## config.mk

```make
export PLATFORM = sky130hd
export DESIGN_NAME = mod_bcd_counter
export DESIGN_NICKNAME = d
export VERILOG_FILES = /design/src/rtl/stopwatch_pkg.sv /design/src/rtl/bin2bcd2.sv /design/src/rtl/mod_bcd_counter.sv
export SDC_FILE = /design/constraint.sdc
export NUM_CORES = 1
export LEC_CHECK = 0
export BUFFER_PORTS_ARGS = -buffer_cell sky130_fd_sc_hd__buf_2
export CAP_MARGIN = 10
export CORE_MARGIN = 3
export CORE_UTILIZATION = 40
export CTS_BUF_LIST = sky130_fd_sc_hd__clkbuf_4 sky130_fd_sc_hd__clkbuf_8
export DETAILED_ROUTE_END_ITERATION = 12
export PLACE_DENSITY_LB_ADDON = 0.15
export SLEW_MARGIN = 10
export SYNTH_ARGS = -nofsm -noshare
export SYNTH_HDL_FRONTEND = slang
export SYNTH_SLANG_ARGS = --single-unit
export TNS_END_PERCENT = 100
```

## constraint.sdc

```tcl
create_clock -name clk -period 4.44 [get_ports clk]
set_input_delay 0.222 -clock clk [delete_from_list [all_inputs] [get_ports clk]]
set_output_delay 0.222 -clock clk [all_outputs]
set_load 0.01 [all_outputs]
```

## src/rtl/stopwatch_pkg.sv

```systemverilog
// Shared stopwatch constants and BCD digit helpers.
// Purely combinational functions; no state, no flow control.
package stopwatch_pkg;

  localparam int DIGIT_W = 4;
  localparam int SEC_MOD = 60;
  localparam int MIN_MOD = 60;
  localparam int HR_MOD  = 24;

  function automatic logic [DIGIT_W-1:0] bcd_tens(input logic [6:0] v);
    return DIGIT_W'(v / 7'd10);
  endfunction

  function automatic logic [DIGIT_W-1:0] bcd_units(input logic [6:0] v);
    return DIGIT_W'(v % 7'd10);
  endfunction

endpackage

```

## src/rtl/bin2bcd2.sv

```systemverilog
// Binary 0..99 to two BCD digits, combinational (zero latency).
// No flow control; output follows input every cycle.
module bin2bcd2
  import stopwatch_pkg::*;
(
  input  logic [6:0]         bin,
  output logic [DIGIT_W-1:0] tens,
  output logic [DIGIT_W-1:0] units
);

  assign tens  = bcd_tens(bin);
  assign units = bcd_units(bin);

endmodule

```

## src/rtl/mod_bcd_counter.sv

```systemverilog
// Modulo up/down counter with preset, wrap/saturate, cascade pulse and BCD digits.
// All outputs registered (one edge from inputs); clk_en gates stepping, no backpressure.
module mod_bcd_counter
  import stopwatch_pkg::*;
#(
  parameter int MODULUS     = 60,
  parameter int WIDTH       = 7,
  parameter int WRAP        = 1,
  parameter int SKIP_ON_DIR = 1
) (
  input  logic               clk,
  input  logic               rst,
  input  logic               clk_en,
  input  logic               back,
  input  logic               skip_dir,
  input  logic               load,
  input  logic [WIDTH-1:0]   load_val,
  output logic [WIDTH-1:0]   val,
  output logic [DIGIT_W-1:0] high_val,
  output logic [DIGIT_W-1:0] low_val,
  output logic               ovf,
  output logic               sat
);

  if (MODULUS < 2 || MODULUS > 100) begin : g_bad_modulus
    $error("mod_bcd_counter: MODULUS must be in 2..100");
  end
  if ((2 ** WIDTH) < MODULUS) begin : g_bad_width
    $error("mod_bcd_counter: WIDTH too small for MODULUS");
  end

  localparam logic [WIDTH-1:0] MAX_VAL = WIDTH'(MODULUS - 1);

  logic               last_back;
  logic               dir_change;
  logic               step;
  logic [WIDTH-1:0]   val_nxt;
  logic               ovf_nxt;
  logic               sat_nxt;
  logic [DIGIT_W-1:0] tens_nxt;
  logic [DIGIT_W-1:0] units_nxt;

  // Sampled through reset too, so the first post-reset cycle sees a valid history.
  always_ff @(posedge clk) begin
    last_back <= back;
  end

  assign dir_change = (last_back != back);
  assign step       = clk_en && !((SKIP_ON_DIR != 0) && skip_dir && dir_change);

  always_comb begin
    val_nxt = val;
    ovf_nxt = 1'b0;
    sat_nxt = sat;
    if (load) begin
      val_nxt = (load_val > MAX_VAL) ? MAX_VAL : load_val;
      sat_nxt = 1'b0;
    end else if (step) begin
      if (!back) begin
        if (val < MAX_VAL) begin
          val_nxt = val + WIDTH'(1);
          sat_nxt = 1'b0;
        end else if (WRAP != 0) begin
          val_nxt = '0;
          ovf_nxt = 1'b1;
          sat_nxt = 1'b0;
        end else begin
          sat_nxt = 1'b1;
        end
      end else begin
        if (val != '0) begin
          val_nxt = val - WIDTH'(1);
          sat_nxt = 1'b0;
        end else if (WRAP != 0) begin
          val_nxt = MAX_VAL;
          ovf_nxt = 1'b1;
          sat_nxt = 1'b0;
        end else begin
          sat_nxt = 1'b1;
        end
      end
    end
  end

  // Digits decode the next-state value so they land on the same edge as val.
  bin2bcd2 u_bcd (
    .bin   (7'(val_nxt)),
    .tens  (tens_nxt),
    .units (units_nxt)
  );

  always_ff @(posedge clk) begin
    if (rst) begin
      val      <= '0;
      high_val <= '0;
      low_val  <= '0;
      ovf      <= 1'b0;
      sat      <= 1'b0;
    end else begin
      val      <= val_nxt;
      high_val <= tens_nxt;
      low_val  <= units_nxt;
      ovf      <= ovf_nxt;
      sat      <= sat_nxt;
    end
  end

endmodule

```

==> flow_summary.toml <==
[yosys]
synth-warning-count = 0
synth_area_leaders = "dfxtp_1, ha_1, nor2_1"
synth-main-ff-cell = "dfxtp_1"
ys_seq_elements = 16
synth_edf_count = 0
synth.top_cell.area_share_pct = 21.02
postSynthCellCount = 191
synth_common_cells = "nor2_1, dfxtp_1, nand2_1"
syn-cell-area_um2 = 1524
syn_avg_cell_area_um2 = 7.979
ys_types = 63
async_flop_share_pct = 0
synth_most_common_cell = "nor2_1"
syn_nets = 211
ys_seq_area_share_pct = 21.02
yosysTopAreaCell = "dfxtp_1"

[critical_path]
critPathMaxStageDelay_ns = 0.41
crit_path_top_delay_cell = "nor4_4"
path_max_fanout = 6
critPathArrivalTime_ns = 4.51
crit_chain = "buf_4 -> nor4_4 -> a21o_1 -> o211ai_1 -> o221a_2 -> inv_4 -> ha_4 -> a31oi_4 -> a31o_4 -> a211oi_4 -> ha_2 -> nand2_2 -> a21o_2 -> xnor2_2 -> ha_2 -> o21ai_1 -> nand2_1 -> mux2i_2 -> nor3_2 -> mux2_4"
reg2reg_setup_slack_ns = 0.06
cp-end-kind = "register"
critPathBufInv = 2
cp.required_ns = 4.57
cpMostUsedCell = "ha_2"
critPathLaunchType = "register"
path_class = "reg2reg"
crit_family = "compound AO/OA/AOI/OAI gates"

[finish]
instances_no_fill = 283
fillCellCount = 325
n_antenna_cell = 0
nNetsFinal = 259
drive_gt1_share_pct = 43.04
areaGrowthSynthToFinish_pct = 31.69

[route]
vias = 1666
drc = 0
first_pass_iters = 4
ant_nets = 0
wl_per_cell_um = 16.86
first_iter_violations = 152
avgViaCountPerCell = 5.887
wirelength_um = 4772

[clocking]
ctsHtreeMaxLevel = 1
clk_pin_slew_ns = 0.06
cts_tree = "done"
cts_sinks = 16
post_cts_hold_buffer_count = 0
cts_root_buf = "clkbuf_8"
max-clock-path-buffers = 2
clk_latency_ns = 0.25
cts_buffers = 3

[job]
drv_cap = 0

[global_routing]
grt_pass1_wl_um = 7134
antenna_found_initial = 0
grt_util_all_layers_pct = 20.42
gr-total-overflow = 0
grt_pass1_vias = 1510
grt_start_max_net_pins = 17

[floorplanning]
die_height_um = 67.73
num_io_pins = 30
start_util_pct = 43.61
core-area_um2 = 3495
die-area_um2 = 4587
fp.dieW_um = 67.73
rows = 21

[sta]
tns_ns = 0
clock.fmax_ghz = 0.2284
drv_slew = 0
hold_violations = 0
tightest_slew_ns = 0.5714
post-route-period-util_pct = 98.60
max_slew_margin_pct = 61.65
fin_crit_ns = 4.378
setup_viol = 0
fin_skew_ns = 0.002210

[placement]
port_buffers = 28
dp_hpwl_um = 3412
gp_congestion = 0.9040
placed_cells = 270

[power]
power.leakage_uw = 0.0008639
peakVddDrop_mv = 0.1660
p_per_area_nw_per_um2 = 324.5

[run_status]
outcome = "complete, no violations"

[hold_path]
hp-class = "in2reg"
==> report_power, final <==
group	internal [µW]	switching, µW
sequential	165	13.7
clock	60.1	45.5
combinational	173	194
==> worst paths after layout <==
kind                from          to  cells past startpoint
setup reg to reg  val[2]  low_val[1]                     20
hold reg to reg   val[5]         ovf                      4
hold / removal      back   last_back                      1
setup / recovery  val[2]  low_val[1]                     20
==> routing by layer <==
metal,share of wire [%],vias to the layer above,wire (µm),track usage (%)
li1,-,808,-,-
met4,1.3,0,61,4.304
met3,5.7,8,270,3.661
met5,0,-,0,0
met2,51,66,2434,35.84
met1,42,784,2006,25.80
==> repair_timing <==
action	in CTS	in global routing
buffers inserted	1	9
endpoints found under the hold margin	0	0
gates resized for setup	7	37
pin swaps	1	20
endpoints found under the setup margin	2	3
==> flip-flops by register name (all words and copies together) (netlist names) <==
| signal | cells |
|---|---|
| high_val | 4 |
| last_back | 1 |
| low_val | 3 |
| ovf | 1 |
| val | 7 |
==> logic make-up (layout without fill, tap and decap cells) <==
kind of cell | after synthesis | after routing | share of synthesized area, %
AOI/OAI and AO/OA | 73 | 73 | 35.47
and+or+nand+nor | 66 | 66 | 23.81
buffers and inverters | 17 | 63 | 6.732
DFF | 16 | 16 | 21.02
adders and majority gates | 7 | 7 | 5.747
xor gates and xnor gates | 6 | 6 | 3.449
muxes | 5 | 5 | 3.530
other | 1 | 1 | 0.2461
==> per-stage QoR <==
stage / power, µW / setup WS (ns) / hold slack, ns / instance area (µm²) / util (%)
2_1_floorplan: 384.4 / 0.0002758 / 0.2497 / 1524 / -
3_3_place_gp: 461.0 / 0.1074 / 0.4607 / 1754 / 50.20
3_5_place_dp: 472.9 / -0.2368 / 0.4676 / 1754 / 50.20
4_1_cts: 590.6 / 0.01210 / 0.2061 / 1823 / 52.17
5_1_grt: 688.6 / -0.1371 / 0.2070 / 2007 / 57.43
6_report: 651.2 / 0.06218 / 0.2135 / 2007 / 57.43
==> area by class of cell <==
class | instances | area, µm² | share of cell area [%]
multi-input combinational | 158 | 1220 | 60.79
sequential | 16 | 331.6 | 16.52
timing repair buffer | 52 | 324.1 | 16.15
tap | 46 | 57.56 | 2.868
clock buffer | 3 | 41.29 | 2.057
inverter | 8 | 32.53 | 1.621
==> cell usage in the layout, fill, tap and decap left out, types with 5 or more instances in the layout <==
cell type / count
buf_2: 28
buf_4: 23
nor2_1: 15
nand2_1: 11
dfxtp_1: 11
a21oi_1: 8
inv_1: 6
o21a_1: 6
o21ai_1: 6
o21ai_2: 5
a21o_1: 5
nand3_1: 5
Note: power is estimated with default switching activity, not from simulation.
